[config.mk]
export PLATFORM = sky130hd
export DESIGN_NAME = tcdm_resp_router
export DESIGN_NICKNAME = d
export VERILOG_FILES = /design/src/rtl/tcdm_resp_router_pkg.sv /design/src/rtl/tcdm_idx_fifo.sv /design/src/rtl/tcdm_resp_router.sv
export SDC_FILE = /design/constraint.sdc
export NUM_CORES = 1
export LEC_CHECK = 0
export ABC_AREA = 1
export BUFFER_PORTS_ARGS = -buffer_cell sky130_fd_sc_hd__buf_2
export CORE_ASPECT_RATIO = 1.4
export CORE_MARGIN = 5
export CORE_UTILIZATION = 47
export DETAILED_ROUTE_END_ITERATION = 10
export PLACE_DENSITY_LB_ADDON = 0.3
export SLEW_MARGIN = 25
export SYNTH_ARGS = -nofsm -noshare
export SYNTH_HDL_FRONTEND = slang
export SYNTH_SLANG_ARGS = --single-unit
[constraint.sdc]
create_clock -name clk_i -period 5.95 [get_ports clk_i]
set_input_delay 0.2975 -clock clk_i [delete_from_list [all_inputs] [get_ports clk_i]]
set_output_delay 0.2975 -clock clk_i [all_outputs]
set_load 0.05 [all_outputs]
[src/rtl/tcdm_resp_router_pkg.sv]
// rtl/tcdm_resp_router_pkg.sv - shared TCDM width helpers used by the arbiter tree and response router
package tcdm_resp_router_pkg;

    // Index width never collapses to zero, even for a single master.
    function automatic int unsigned idx_width(input int unsigned n);
        return (n > 1) ? $clog2(n) : 1;
    endfunction

    function automatic int unsigned cnt_width(input int unsigned depth);
        return $clog2(depth + 1);
    endfunction

endpackage

[src/rtl/tcdm_idx_fifo.sv]
// rtl/tcdm_idx_fifo.sv - in-order index FIFO with fall-through head, any depth >= 1
module tcdm_idx_fifo
    import tcdm_resp_router_pkg::*;
#(
    parameter int unsigned Depth = 4,
    parameter int unsigned Width = 2,
    parameter int unsigned CntW  = cnt_width(Depth)
) (
    input  logic             clk_i,
    input  logic             rst_ni,
    input  logic             push_i,
    input  logic [Width-1:0] wdata_i,
    input  logic             pop_i,
    output logic [Width-1:0] rdata_o,
    output logic             full_o,
    output logic             empty_o,
    output logic [CntW-1:0]  count_o
);

    localparam int unsigned PtrW = idx_width(Depth);

    logic [Width-1:0] mem_q [Depth];
    logic [PtrW-1:0]  rd_ptr_q, rd_ptr_d;
    logic [PtrW-1:0]  wr_ptr_q, wr_ptr_d;
    logic [CntW-1:0]  count_q, count_d;
    logic             do_push, do_pop;

    // Explicit wrap so non-power-of-two depths index correctly.
    function automatic logic [PtrW-1:0] ptr_inc(input logic [PtrW-1:0] p);
        return (p == PtrW'(Depth - 1)) ? '0 : p + 1'b1;
    endfunction

    assign full_o  = (count_q == CntW'(Depth));
    assign empty_o = (count_q == '0);
    assign do_push = push_i & ~full_o;
    assign do_pop  = pop_i & ~empty_o;
    assign rdata_o = mem_q[rd_ptr_q];
    assign count_o = count_q;

    always_comb begin
        rd_ptr_d = do_pop  ? ptr_inc(rd_ptr_q) : rd_ptr_q;
        wr_ptr_d = do_push ? ptr_inc(wr_ptr_q) : wr_ptr_q;
        count_d  = count_q;
        if (do_push && !do_pop) begin
            count_d = count_q + 1'b1;
        end else if (do_pop && !do_push) begin
            count_d = count_q - 1'b1;
        end
    end

    always_ff @(posedge clk_i or negedge rst_ni) begin
        if (!rst_ni) begin
            rd_ptr_q <= '0;
            wr_ptr_q <= '0;
            count_q  <= '0;
        end else begin
            rd_ptr_q <= rd_ptr_d;
            wr_ptr_q <= wr_ptr_d;
            count_q  <= count_d;
        end
    end

    always_ff @(posedge clk_i) begin
        if (do_push) begin
            mem_q[wr_ptr_q] <= wdata_i;
        end
    end

endmodule

[src/rtl/tcdm_resp_router.sv]
// rtl/tcdm_resp_router.sv - grant throttling and in-order response steering for one TCDM bank
module tcdm_resp_router
    import tcdm_resp_router_pkg::*;
#(
    parameter int unsigned NumReq    = 32,
    parameter int unsigned DataWidth = 32,
    parameter int unsigned MaxOut    = 4,
    parameter logic        RegResp   = 1'b0,
    localparam int unsigned IdxW     = idx_width(NumReq),
    localparam int unsigned CntW     = cnt_width(MaxOut)
) (
    input  logic                 clk_i,
    input  logic                 rst_ni,
    input  logic                 arb_req_i,
    input  logic [IdxW-1:0]      arb_idx_i,
    output logic                 arb_gnt_o,
    output logic                 bank_req_o,
    input  logic                 bank_gnt_i,
    input  logic                 bank_rvalid_i,
    input  logic [DataWidth-1:0] bank_rdata_i,
    output logic [NumReq-1:0]    rvalid_o,
    output logic [DataWidth-1:0] rdata_o,
    output logic [CntW-1:0]      outstanding_o,
    output logic                 err_o
);

    logic            full, empty, push, pop;
    logic [IdxW-1:0] head_idx;
    logic [NumReq-1:0] rvalid_c;
    logic            err_q, err_d;

    // Grant uses only the registered fill level: a same-cycle response never frees a slot.
    assign bank_req_o = arb_req_i & ~full;
    assign arb_gnt_o  = bank_gnt_i & ~full;
    assign push       = arb_req_i & bank_gnt_i & ~full;
    assign pop        = bank_rvalid_i & ~empty;

    tcdm_idx_fifo #(
        .Depth (MaxOut),
        .Width (IdxW),
        .CntW  (CntW)
    ) i_idx_fifo (
        .clk_i   (clk_i),
        .rst_ni  (rst_ni),
        .push_i  (push),
        .wdata_i (arb_idx_i),
        .pop_i   (pop),
        .rdata_o (head_idx),
        .full_o  (full),
        .empty_o (empty),
        .count_o (outstanding_o)
    );

    // Out-of-range head indices simply match no bit.
    always_comb begin
        rvalid_c = '0;
        for (int unsigned i = 0; i < NumReq; i++) begin
            rvalid_c[i] = pop && (head_idx == IdxW'(i));
        end
    end

    assign err_d = err_q | (bank_rvalid_i & empty);
    assign err_o = err_q;

    always_ff @(posedge clk_i or negedge rst_ni) begin
        if (!rst_ni) begin
            err_q <= 1'b0;
        end else begin
            err_q <= err_d;
        end
    end

    if (RegResp) begin : g_reg_resp
        logic [NumReq-1:0]    rvalid_q;
        logic [DataWidth-1:0] rdata_q;

        always_ff @(posedge clk_i or negedge rst_ni) begin
            if (!rst_ni) begin
                rvalid_q <= '0;
                rdata_q  <= '0;
            end else begin
                rvalid_q <= rvalid_c;
                if (pop) begin
                    rdata_q <= bank_rdata_i;
                end
            end
        end

        assign rvalid_o = rvalid_q;
        assign rdata_o  = rdata_q;
    end else begin : g_comb_resp
        assign rvalid_o = rvalid_c;
        assign rdata_o  = bank_rdata_i;
    end

endmodule
==> summary.txt <==
Outcome
  – Status: finished, final reports clean

STA
  – Final setup fails: 0
  – Crit share post-route: 0.385
  – Setup ws final: 3660 ps
  – Final Hold Viols: 0
  – F_max: 0.436 GHz
  – Max-slew violations: 0
  – Worst slew margin: 0.685
  – Skew final: 1.27 ps
  – Tmin final: 2290 ps
  – Setup TNS: 0 ps
  – Worst slew pin tran: 470 ps
  – Unrepaired setup endpoints after global routing: false

Pwr
  – Part of the power in the clock network: 0.136
  – Pleak: 0.000974 uW
  – P_sw: 530 uW
  – Comb power frac: 0.571
  – Sequential fraction of design power: 0.292
  – Switch share: 0.517
  – VDD IR max: 0.000323 V
  – Internal power: 495 uW
  – Pwr Density: 527 mW/mm^2

Clocking
  – Number of clock sinks: 28
  – PostCTS Resize Cnt: 0
  – Hold_buf cts: 1
  – CTS clock-pin slew for the worst setup and hold paths: 80 ps
  – CTS tree: yes
  – H-Tree Level Count: 1
  – Clk buf depth: 2
  – Root buffer cell: clkbuf_8
  – Total CTS buffers: 3
  – Latest clock arrival within the worst-skew pair: 260 ps
  – Postcts setup bufs: 0

Setup path
  – Slowest-stage cell, CP: dfrtp_1
  – CP max stage delay: 600 ps
  – Worst EP arrival: 2000 ps
  – Worst reg2reg path depth: 12
  – Setup crit end kind: primary output
  – CP max FO: 13
  – Crit path launch type: flip-flop
  – Top cell family by delay on the critical path: simple AND/OR/NAND/NOR gates
  – Crit-path cells: inv_2 -> nand2_1 -> nand2_1 -> nand2_1 -> nand2_1 -> nor2_2 -> nand2_1 -> nor2_1 -> buf_2
  – Worst r2r dst: i_idx_fifo.count_o[2]$_DFFE_PN0P_
  – CP Launch Point: i_idx_fifo.rd_ptr_q[0]$_DFFE_PN0P_
  – Critical path class: reg2out
  – Critical path buffers and inverters: 2
  – Required time of the critical path: 5650 ps
  – R2R setup slack: 3750 ps
  – Most frequent CP cell: nand2_1
  – FF-to-FF Start: i_idx_fifo.count_o[0]$_DFFE_PN0P_

Logic synthesis
  – Cell area after synthesis: 0.00186 mm^2
  – Synth cell types: 21
  – Warnings, synthesis: 0
  – Post-synthesis sequential area ratio: 0.430
  – Mapped Avg Cell Area: 8.10 um^2
  – Yosys reg bits: 28
  – Post-synth net total: 279
  – Mapped Cells: 230

Drt
  – DR iter-0 viols: 21
  – Vias: 1352
  – Post-DR wirelength/cell: 11.0 um
  – Post-route ant nets: 0
  – Vias per cell: 4.69
  – Final wirelength: 3.16 mm
  – # DRC: 0
  – DRT Pass-1 Iters: 4

Finish
  – # diodes: 0
  – Final instance area: 0.00194 mm^2
  – Core Util, Final: 0.500
  – Synth-to-layout area growth: 4.37%
  – Layout Nets: 295
  – Share of post-route cells with drive strength above 1: 0.294

Global routing
  – Total GRT Usage: 0.119
  – Grt ovf: 0
  – Largest net degree at the start of global routing: 17
  – Vias in the first global route: 1270
  – Initial antenna violation count: 0
  – Global-route wire length before repair: 5.38 mm

Floorplan
  – Die Area: 0.00534 mm^2
  – Initial cell density of the core: 0.480
  – Core Footprint: 0.00388 mm^2
  – Die H: 84.5 um
  – Die W: 63.2 um
  – Ports: 112
  – Rows: 27

Placement
  – Hpwl dp: 2.69 mm
  – GP Congestion: 0.757
  – Placement Cell Area: 0.00186 mm^2
  – Port-buffer cells: 47
  – DP Worst Slack: 3780 ps

Hold path
  – Hold path depth: 1
  – HP Class: in2reg
  – Hold Path End: i_idx_fifo.mem_q[0][2]$_DFFE_PP_
  – Hold_sp: arb_idx_i[2]

Job
  – Max_cap viols: 0
## worst register-to-register path, stage by stage, from the launching register on
cell	delay, ps
dfrtp_1	440
nor2_1	100
nand2_1	60
inv_1	40
nor2_1	130
nand2_1	170
inv_1	120
ha_1	140
inv_1	60
fa_1	380
a21oi_1	150
o21ai_0	120
xor2_1	160
## stage by stage
step | std cells | hold WS, ps | total power (uW)
6_report | 288 | 242 | 1020
5_1_grt | 288 | 233 | 1120
4_1_cts | 288 | 238 | 1040
3_5_place_dp | 283 | 151 | 896
3_3_place_gp | 283 | 153 | 891
2_1_floorplan | 230 | 1.91 | 859
## cells by family after synthesis
family | after synthesis | synth area share
flops | 28 | 0.430
simple gates | 132 | 0.295
compound gates | 6 | 0.0181
mux | 1 | 0.00604
fa+ha+maj | 7 | 0.0510
xor+xnor | 2 | 0.00940
buf+inv | 54 | 0.191
## final cells by class
type	instances	area, um^2
Sequential cell	28	801
Tap cell	43	53.8
Inverter	17	66.3
Clock inverter	1	30.0
Clock buffer	3	41.3
Timing Repair Buffer	48	245
Fill cell	368	1940
Multi-Input combinational cell	148	707
## Yosys cell counts
cell	number	area share
a31o_2	1	0.0047
xnor2_1	1	0.0047
buf_4	34	0.14
dfrtp_1	8	0.11
inv_1	12	0.024
buf_6	3	0.018
nand3_2	2	0.011
mux2_2	1	0.0060
xor2_1	1	0.0047
a21oi_1	1	0.0027
nor2_1	40	0.081
inv_2	4	0.0081
nand2_2	6	0.020
inv_4	1	0.0034
nand2_1	69	0.14
edfxtp_1	20	0.32
nand3_1	9	0.024
o21ai_0	4	0.011
fa_1	1	0.011
ha_1	6	0.040
nor2_2	6	0.020
## worst max path at each step
stage                                        endpoint  slack, ps  depth (start not counted)
floorplan           i_idx_fifo.count_o[2]$_DFFE_PN0P_       2810                         12
global placement    i_idx_fifo.count_o[1]$_DFFE_PN0P_       3850                         10
detailed placement  i_idx_fifo.count_o[2]$_DFFE_PN0P_       3780                         12
CTS                                      rvalid_o[22]       3650                          9
global route                             rvalid_o[30]       3390                          9
finish                                   rvalid_o[22]       3660                          9
## power by group through the flow
stage	logic (uW)	clock network, uW	registers [uW]
5_1_grt	660	153	308
3_3_place_gp	588	0	303
6_report	586	140	300
2_1_floorplan	529	0	330
3_5_place_dp	592	0	304
4_1_cts	594	143	300
## sequential cells by signal (all words and copies together), names as in the netlist
signal,count
i_idx_fifo.count_o,3
err_o,1
i_idx_fifo.wr_ptr_q,2
i_idx_fifo.rd_ptr_q,2
i_idx_fifo.mem_q,20
## metal layers
layer	GRT usage	part of all wire
met4	0.0454	0.031
met1	0.110	0.34
met5	0	0
met2	0.238	0.53
met3	0.0335	0.095
## placed cells by master (no fill, tap or decap)
| master | instances |
|---|---|
| nand2_1 | 69 |
| buf_2 | 47 |
| nor2_1 | 40 |
| edfxtp_1 | 20 |
| inv_1 | 12 |
| nand3_1 | 9 |
| dfrtp_1 | 8 |
| nand2_2 | 6 |
| nor2_2 | 6 |
| ha_1 | 6 |
| inv_2 | 4 |
| o21ai_0 | 4 |
| clkbuf_8 | 3 |
| nand3_2 | 2 |
| inv_4 | 1 |
| a31o_2 | 1 |
| a21oi_1 | 1 |
| xor2_1 | 1 |
| mux2_2 | 1 |
| xnor2_1 | 1 |
| fa_1 | 1 |
| bufinv_16 | 1 |
| dlygate4sd3_1 | 1 |
Power figures use the tool's default switching activity.
